### config.mk
export PLATFORM = sky130hd
export DESIGN_NAME = alu_op_sequencer_flat
export DESIGN_NICKNAME = d
export VERILOG_FILES = /design/src/rtl/alu_op_sequencer_if.sv /design/src/rtl/alu_op_sequencer.sv /design/src/flat_wrapper.sv
export SDC_FILE = /design/constraint.sdc
export NUM_CORES = 1
export LEC_CHECK = 0
export ABC_CLOCK_PERIOD_IN_PS = 2000
export BUFFER_PORTS_ARGS = -buffer_cell sky130_fd_sc_hd__buf_2
export CAP_MARGIN = 25
export CORE_ASPECT_RATIO = 1.5
export CORE_MARGIN = 4
export CORE_UTILIZATION = 45
export CTS_CLUSTER_SIZE = 8
export DETAILED_ROUTE_END_ITERATION = 16
export GPL_TIMING_DRIVEN = 0
export HOLD_SLACK_MARGIN = 0.1
export PLACE_DENSITY = 0.69
export SETUP_SLACK_MARGIN = 0.15
export SKIP_CTS_REPAIR_TIMING = 1
export SLEW_MARGIN = 20
export SYNTH_ARGS = -nofsm -noshare
export SYNTH_HDL_FRONTEND = slang
export SYNTH_SLANG_ARGS = --single-unit
### constraint.sdc
create_clock -name clk -period 2 [get_ports clk]
set_input_delay 0.3 -clock clk [delete_from_list [all_inputs] [get_ports clk]]
set_output_delay 0.3 -clock clk [all_outputs]
set_load 0.01 [all_outputs]
### src/rtl/alu_op_sequencer_if.sv
// Command, ALU-drive and response signals for alu_op_sequencer.
// slave is the sequencer's view; master is the host/ALU side.
interface alu_op_sequencer_if #(
   parameter int unsigned N     = 4,
   parameter int unsigned DEPTH = 4
);
   localparam int unsigned CountW = $clog2(DEPTH) + 1;

   // Command channel
   logic              cmd_valid;
   logic              cmd_ready;
   logic [N-1:0]      cmd_a;
   logic [N-1:0]      cmd_b;
   logic [2:0]        cmd_mode;
   logic              cmd_cin;

   // ALU drive and capture
   logic [N-1:0]      alu_a;
   logic [N-1:0]      alu_b;
   logic [2:0]        alu_mode;
   logic              alu_cin;
   logic [N-1:0]      alu_result;
   logic              alu_cout;

   // Response channel and status
   logic              rsp_valid;
   logic              rsp_ready;
   logic [N-1:0]      rsp_result;
   logic              rsp_cout;
   logic [2:0]        rsp_mode;
   logic              busy;
   logic [CountW-1:0] rsp_count;

   modport slave (
      input  cmd_valid, cmd_a, cmd_b, cmd_mode, cmd_cin,
      output cmd_ready,
      output alu_a, alu_b, alu_mode, alu_cin,
      input  alu_result, alu_cout,
      output rsp_valid, rsp_result, rsp_cout, rsp_mode,
      input  rsp_ready,
      output busy, rsp_count
   );

   modport master (
      output cmd_valid, cmd_a, cmd_b, cmd_mode, cmd_cin,
      input  cmd_ready,
      input  alu_a, alu_b, alu_mode, alu_cin,
      output alu_result, alu_cout,
      input  rsp_valid, rsp_result, rsp_cout, rsp_mode,
      output rsp_ready,
      input  busy, rsp_count
   );
endinterface

### src/rtl/alu_op_sequencer.sv
// Drives one command at a time into a combinational ALU, waits SETTLE cycles,
// then captures the ALU outputs into a first-word-fall-through response FIFO.
module alu_op_sequencer #(
   parameter int unsigned N      = 4,
   parameter int unsigned SETTLE = 1,
   parameter int unsigned DEPTH  = 4
) (
   input logic               clk,
   input logic               rst_n,
   alu_op_sequencer_if.slave bus
);
   localparam int unsigned PtrW   = $clog2(DEPTH);
   localparam int unsigned CountW = PtrW + 1;
   localparam int unsigned WaitW  = (SETTLE > 1) ? $clog2(SETTLE) : 1;

   localparam logic [WaitW-1:0]  WaitInit  = WaitW'(SETTLE - 1);
   localparam logic [CountW-1:0] CountFull = CountW'(DEPTH);

   typedef enum logic {StIdle, StWait} state_e;

   state_e            state_q;
   logic [WaitW-1:0]  wait_cnt_q;
   logic [N-1:0]      alu_a_q;
   logic [N-1:0]      alu_b_q;
   logic [2:0]        alu_mode_q;
   logic              alu_cin_q;

   logic [N-1:0]      mem_result [DEPTH];
   logic              mem_cout   [DEPTH];
   logic [2:0]        mem_mode   [DEPTH];
   logic [PtrW-1:0]   wr_ptr_q;
   logic [PtrW-1:0]   rd_ptr_q;
   logic [CountW-1:0] count_q;

   // Values of the most recently popped entry, shown while the FIFO is empty
   logic [N-1:0]      last_result_q;
   logic              last_cout_q;
   logic [2:0]        last_mode_q;

   logic              cmd_ready;
   logic              accept;
   logic              push;
   logic              pop;
   logic              not_empty;

   assign not_empty = (count_q != '0);
   assign cmd_ready = (state_q == StIdle) && (count_q < CountFull);
   assign accept    = bus.cmd_valid && cmd_ready;
   assign push      = (state_q == StWait) && (wait_cnt_q == '0);
   assign pop       = not_empty && bus.rsp_ready;

   // Command FSM: latch operands on accept, count down the settle time, then release
   always_ff @(posedge clk or negedge rst_n) begin
      if (!rst_n) begin
         state_q    <= StIdle;
         wait_cnt_q <= '0;
         alu_a_q    <= '0;
         alu_b_q    <= '0;
         alu_mode_q <= '0;
         alu_cin_q  <= 1'b0;
      end else begin
         unique case (state_q)
            StIdle: begin
               if (accept) begin
                  alu_a_q    <= bus.cmd_a;
                  alu_b_q    <= bus.cmd_b;
                  alu_mode_q <= bus.cmd_mode;
                  alu_cin_q  <= bus.cmd_cin;
                  wait_cnt_q <= WaitInit;
                  state_q    <= StWait;
               end
            end
            StWait: begin
               if (wait_cnt_q == '0) begin
                  state_q <= StIdle;
               end else begin
                  wait_cnt_q <= wait_cnt_q - WaitW'(1);
               end
            end
            default: state_q <= StIdle;
         endcase
      end
   end

   // FIFO storage; contents only matter below the occupancy count, so no reset
   always_ff @(posedge clk) begin
      if (push) begin
         mem_result[wr_ptr_q] <= bus.alu_result;
         mem_cout[wr_ptr_q]   <= bus.alu_cout;
         mem_mode[wr_ptr_q]   <= alu_mode_q;
      end
   end

   // FIFO pointers, occupancy and last-popped holding registers
   always_ff @(posedge clk or negedge rst_n) begin
      if (!rst_n) begin
         wr_ptr_q      <= '0;
         rd_ptr_q      <= '0;
         count_q       <= '0;
         last_result_q <= '0;
         last_cout_q   <= 1'b0;
         last_mode_q   <= '0;
      end else begin
         if (push) begin
            wr_ptr_q <= wr_ptr_q + PtrW'(1);
         end
         if (pop) begin
            rd_ptr_q      <= rd_ptr_q + PtrW'(1);
            last_result_q <= mem_result[rd_ptr_q];
            last_cout_q   <= mem_cout[rd_ptr_q];
            last_mode_q   <= mem_mode[rd_ptr_q];
         end
         // Simultaneous push and pop leaves occupancy unchanged
         if (push && !pop) begin
            count_q <= count_q + CountW'(1);
         end else if (pop && !push) begin
            count_q <= count_q - CountW'(1);
         end
      end
   end

   assign bus.cmd_ready  = cmd_ready;
   assign bus.alu_a      = alu_a_q;
   assign bus.alu_b      = alu_b_q;
   assign bus.alu_mode   = alu_mode_q;
   assign bus.alu_cin    = alu_cin_q;
   assign bus.busy       = (state_q == StWait);
   assign bus.rsp_count  = count_q;
   assign bus.rsp_valid  = not_empty;
   assign bus.rsp_result = not_empty ? mem_result[rd_ptr_q] : last_result_q;
   assign bus.rsp_cout   = not_empty ? mem_cout[rd_ptr_q]   : last_cout_q;
   assign bus.rsp_mode   = not_empty ? mem_mode[rd_ptr_q]   : last_mode_q;
endmodule

### src/flat_wrapper.sv
// flat-port wrapper written by rule: the top's interface ports become plain ports
module alu_op_sequencer_flat 
#(
   parameter int unsigned N      = 4,
   parameter int unsigned SETTLE = 1,
   parameter int unsigned DEPTH  = 4
)
  (clk, rst_n, bus_cmd_valid, bus_cmd_a, bus_cmd_b, bus_cmd_mode, bus_cmd_cin, bus_cmd_ready, bus_alu_a, bus_alu_b, bus_alu_mode, bus_alu_cin, bus_alu_result, bus_alu_cout, bus_rsp_valid, bus_rsp_result, bus_rsp_cout, bus_rsp_mode, bus_rsp_ready, bus_busy, bus_rsp_count);
  alu_op_sequencer_if #(.N(N), .DEPTH(DEPTH)) bus_i ();
  input logic clk;
  input logic rst_n;
  input wire logic [$bits(bus_i.cmd_valid)-1:0] bus_cmd_valid;
  input wire logic [$bits(bus_i.cmd_a)-1:0] bus_cmd_a;
  input wire logic [$bits(bus_i.cmd_b)-1:0] bus_cmd_b;
  input wire logic [$bits(bus_i.cmd_mode)-1:0] bus_cmd_mode;
  input wire logic [$bits(bus_i.cmd_cin)-1:0] bus_cmd_cin;
  output wire logic [$bits(bus_i.cmd_ready)-1:0] bus_cmd_ready;
  output wire logic [$bits(bus_i.alu_a)-1:0] bus_alu_a;
  output wire logic [$bits(bus_i.alu_b)-1:0] bus_alu_b;
  output wire logic [$bits(bus_i.alu_mode)-1:0] bus_alu_mode;
  output wire logic [$bits(bus_i.alu_cin)-1:0] bus_alu_cin;
  input wire logic [$bits(bus_i.alu_result)-1:0] bus_alu_result;
  input wire logic [$bits(bus_i.alu_cout)-1:0] bus_alu_cout;
  output wire logic [$bits(bus_i.rsp_valid)-1:0] bus_rsp_valid;
  output wire logic [$bits(bus_i.rsp_result)-1:0] bus_rsp_result;
  output wire logic [$bits(bus_i.rsp_cout)-1:0] bus_rsp_cout;
  output wire logic [$bits(bus_i.rsp_mode)-1:0] bus_rsp_mode;
  input wire logic [$bits(bus_i.rsp_ready)-1:0] bus_rsp_ready;
  output wire logic [$bits(bus_i.busy)-1:0] bus_busy;
  output wire logic [$bits(bus_i.rsp_count)-1:0] bus_rsp_count;
  assign bus_i.cmd_valid = bus_cmd_valid;
  assign bus_i.cmd_a = bus_cmd_a;
  assign bus_i.cmd_b = bus_cmd_b;
  assign bus_i.cmd_mode = bus_cmd_mode;
  assign bus_i.cmd_cin = bus_cmd_cin;
  assign bus_cmd_ready = bus_i.cmd_ready;
  assign bus_alu_a = bus_i.alu_a;
  assign bus_alu_b = bus_i.alu_b;
  assign bus_alu_mode = bus_i.alu_mode;
  assign bus_alu_cin = bus_i.alu_cin;
  assign bus_i.alu_result = bus_alu_result;
  assign bus_i.alu_cout = bus_alu_cout;
  assign bus_rsp_valid = bus_i.rsp_valid;
  assign bus_rsp_result = bus_i.rsp_result;
  assign bus_rsp_cout = bus_i.rsp_cout;
  assign bus_rsp_mode = bus_i.rsp_mode;
  assign bus_i.rsp_ready = bus_rsp_ready;
  assign bus_busy = bus_i.busy;
  assign bus_rsp_count = bus_i.rsp_count;
  alu_op_sequencer #(.N(N), .SETTLE(SETTLE), .DEPTH(DEPTH)) u_core (.clk(clk), .rst_n(rst_n), .bus(bus_i));
endmodule
==> summary.json <==
{
  "outcome": "finished, violations left",
  "violations": "negative setup slack",
  "count_leader_synth": "edfxtp_1",
  "setup.worst_path.start": "u_core.rd_ptr_q[0]",
  "post-synth-top-area-fraction_pct": 38.7,
  "vdd_drop_max_uv": 888,
  "detail_route.first_pass.iterations": 4,
  "timing_worst_slew_pin_value_ns": 0.642,
  "final_critical_path_setup_slack_ns": -0.104,
  "min_from": "bus_alu_cout",
  "drcViolationCount": 0,
  "synth-seq-area-share_pct": 67.0,
  "timing.max_cap.violations": 0,
  "floorplan.die.width_um": 68.6,
  "detail_route.wirelength_mm": 4.41,
  "worst_r2r_path_depth": 9,
  "gpl.final_weighted_congestion": 0.694,
  "portBuffers": 46,
  "finalCritPeriodShare_pct": 105,
  "total_power_mw": 5.40,
  "dp_hpwl_mm": 3.09,
  "grt_first_pass_wirelength_mm": 6.87,
  "antenna_cells_inserted": 0,
  "number_of_antenna_violations_at_the_first_check_in_global_routing": 0,
  "dr_total_vias": 1335,
  "fin_crit_ns": 2.10,
  "yosys_reg_bits": 60,
  "synth.cells.most_frequent": "32 x edfxtp_1, 28 x dfrtp_1, 20 x mux2_2",
  "required_ns": 1.70,
  "synth_warnings": 0,
  "power-per-cell-area_nw_per_um2": 1670,
  "avgSynthCellArea_sq_um": 19.2,
  "die_area_sq_um": 6790,
  "worst_path_class_setup": "register to output port",
  "fraction_of_final_layout_cells_with_drive_strength_greater_than_1_pct": 61.6,
  "static_leakage_nw": 1.36,
  "clock_tree.buffer_depth": 2,
  "top_level_ports": 47,
  "max_slew_margin_pct": 57.2,
  "clockRootBuffer": "clkbuf_8",
  "place.detailed.instances": 243,
  "synth.top_cells.by_area": "edfxtp_1 39%, dfrtp_1 28%, mux2_2 9.1%",
  "number_of_cells_on_the_worst_hold_path": 1,
  "cts-htree-levels": 3,
  "cts_num_sinks": 60,
  "area_growth_pct": 30.2,
  "ys_async_sr_fraction_pct": 46.7,
  "grt_overflow_total": 0,
  "final_cell_count_no_fill": 266,
  "postSynthCellCount": 129,
  "min-delay-path-class": "input port to register",
  "signal_arrival_time_at_the_worst_endpoint_ns": 1.80,
  "synthesis.area_sq_um": 2480,
  "tritoncts": "yes",
  "drtAntennaViolNets": 0,
  "kind_of_capture_point_of_the_worst_setup_path": "output port",
  "syn_nets": 156,
  "grt_setup_unrepaired": "true",
  "finalHoldViolCount": 0,
  "detail_route.vias_per_cell": 5.02,
  "fp.coreArea_sq_um": 5250,
  "dr.first_iter.drc_count": 44,
  "startpoint_type": "register",
  "pre_cts_ws_ns": -0.00664,
  "insertion_delay_ns": 0.33,
  "track_usage_pct": 14.1,
  "detail_route.wl_per_cell_um": 16.6,
  "start_util_pct": 47.3,
  "die_h_um": 98.9,
  "post-route-cell-area_sq_um": 3230,
  "number_of_distinct_standard_cells_referenced_by_the_synthesized_netlist": 22,
  "worst_r2r_startpoint": "u_core.bus.rsp_count[0]",
  "layout.nets": 220,
  "grt_pass1_vias": 1462,
  "final.setup_skew_ns": 0.00925,
  "grt_max_degree": 29,
  "whs_ns": 0.190,
  "slew_viol_final": 0,
  "synth-edff-count": 32,
  "path_clk_slew_ns": 0.07,
  "num_rows": 32,
  "fmax_mhz": 475,
  "setup_viol": 10,
  "postPlaceCellArea_sq_um": 2840,
  "critical_path_peak_fanout": 4,
  "cts-buffers-inserted": 9,
  "yosys.area.top_type": "edfxtp_1",
  "ys_dominant_reg_cell": "edfxtp_1"
}
## worst max-delay path: stages, from the launching register on
cell	delay (ns)
dfrtp_2	0.41
clkbuf_16	0.16
mux4_2	0.50
mux2_4	0.28
buf_6	0.12
## state kept, by name, indices dropped and copies added, names as in the netlist, 2 cells and up
register / cells
u_core.mem_result: 16
u_core.mem_mode: 12
u_core.bus.alu_a: 4
u_core.bus.alu_b: 4
u_core.last_result_q: 4
u_core.mem_cout: 4
u_core.bus.alu_mode: 3
u_core.bus.rsp_count: 3
u_core.last_mode_q: 3
u_core.rd_ptr_q: 2
u_core.wr_ptr_q: 2
## logic make-up (layout without fill, tap and decap cells)
family	Yosys count	after routing	synth area share, %
compound gates	1	1	0.202
xor+xnor	6	6	2.12
fa+ha+maj	6	6	3.33
buf+inv	8	77	2.77
flops	60	60	67.0
mux	37	37	21.8
simple gates	11	11	2.82
## cell usage in the layout, fill, tap and decap left out, drive strengths merged
| cell type | synthesis | routed |
|---|---|---|
| xor2 | 3 | 3 |
| fa | 1 | 1 |
| mux4 | 8 | 8 |
| mux2 | 29 | 29 |
| nor2 | 2 | 2 |
| nand2 | 2 | 2 |
| clkbuf | 1 | 17 |
| edfxtp | 32 | 32 |
| dfrtp | 28 | 28 |
| o21ai | 1 | 1 |
| bufinv | 0 | 1 |
| xnor2 | 3 | 3 |
| nand3 | 1 | 1 |
| or3 | 1 | 1 |
| ha | 5 | 5 |
| buf | 4 | 55 |
| and2 | 5 | 5 |
| dlygate4sd3 | 0 | 1 |
| inv | 3 | 3 |
## routing by layer
layer / routed length [um] / up-vias / GRT usage (%)
met5: 0 / - / 0
met4: 84 / 0 / 5.97
met3: 280 / 7 / 5.25
met2: 2380 / 46 / 23.2
met1: 1660 / 677 / 16.0
li1: - / 605 / -
## cell type report
| cell class | count | area [sq um] |
|---|---|---|
| Fill cell | 401 | 2020 |
| Sequential cell | 60 | 1670 |
| Multi-Input combinational cell | 61 | 818 |
| Timing Repair Buffer | 53 | 365 |
| Clock buffer | 15 | 186 |
| Tap cell | 68 | 85.1 |
| Buffer | 5 | 67.6 |
| Clock inverter | 1 | 30.0 |
| Inverter | 3 | 11.3 |
## per-stage QoR
step	setup TNS [ns]	util, %
after floorplan	0	-
after global placement	0	54.1
after detailed placement	-0.00664	54.1
after CTS	-2.17	58.2
after global routing	-1.39	61.6
final	-0.866	61.6
## power by group
part	total [mW]	internal (mW)	leakage [nW]	switching [mW]
sequential	2.01	1.74	0.617	0.269
clock	1.13	0.713	0.110	0.420
combinational	2.25	1.38	0.636	0.876
total	5.40	3.83	1.36	1.57
## worst paths after layout
path | endpoint | slack, ns
worst max-delay path | bus_rsp_mode[1] | -0.10
worst min-delay path | u_core.mem_cout[0] | 0.19
worst max register to register | u_core.bus.rsp_count[2] | -0.05
worst min register to register | u_core.last_mode_q[2] | 0.51
max in group asynchronous | u_core.bus.rsp_count[0] | 1.00
min in group asynchronous | u_core.last_cout_q | 0.53
Power figures use the tool's default switching activity.
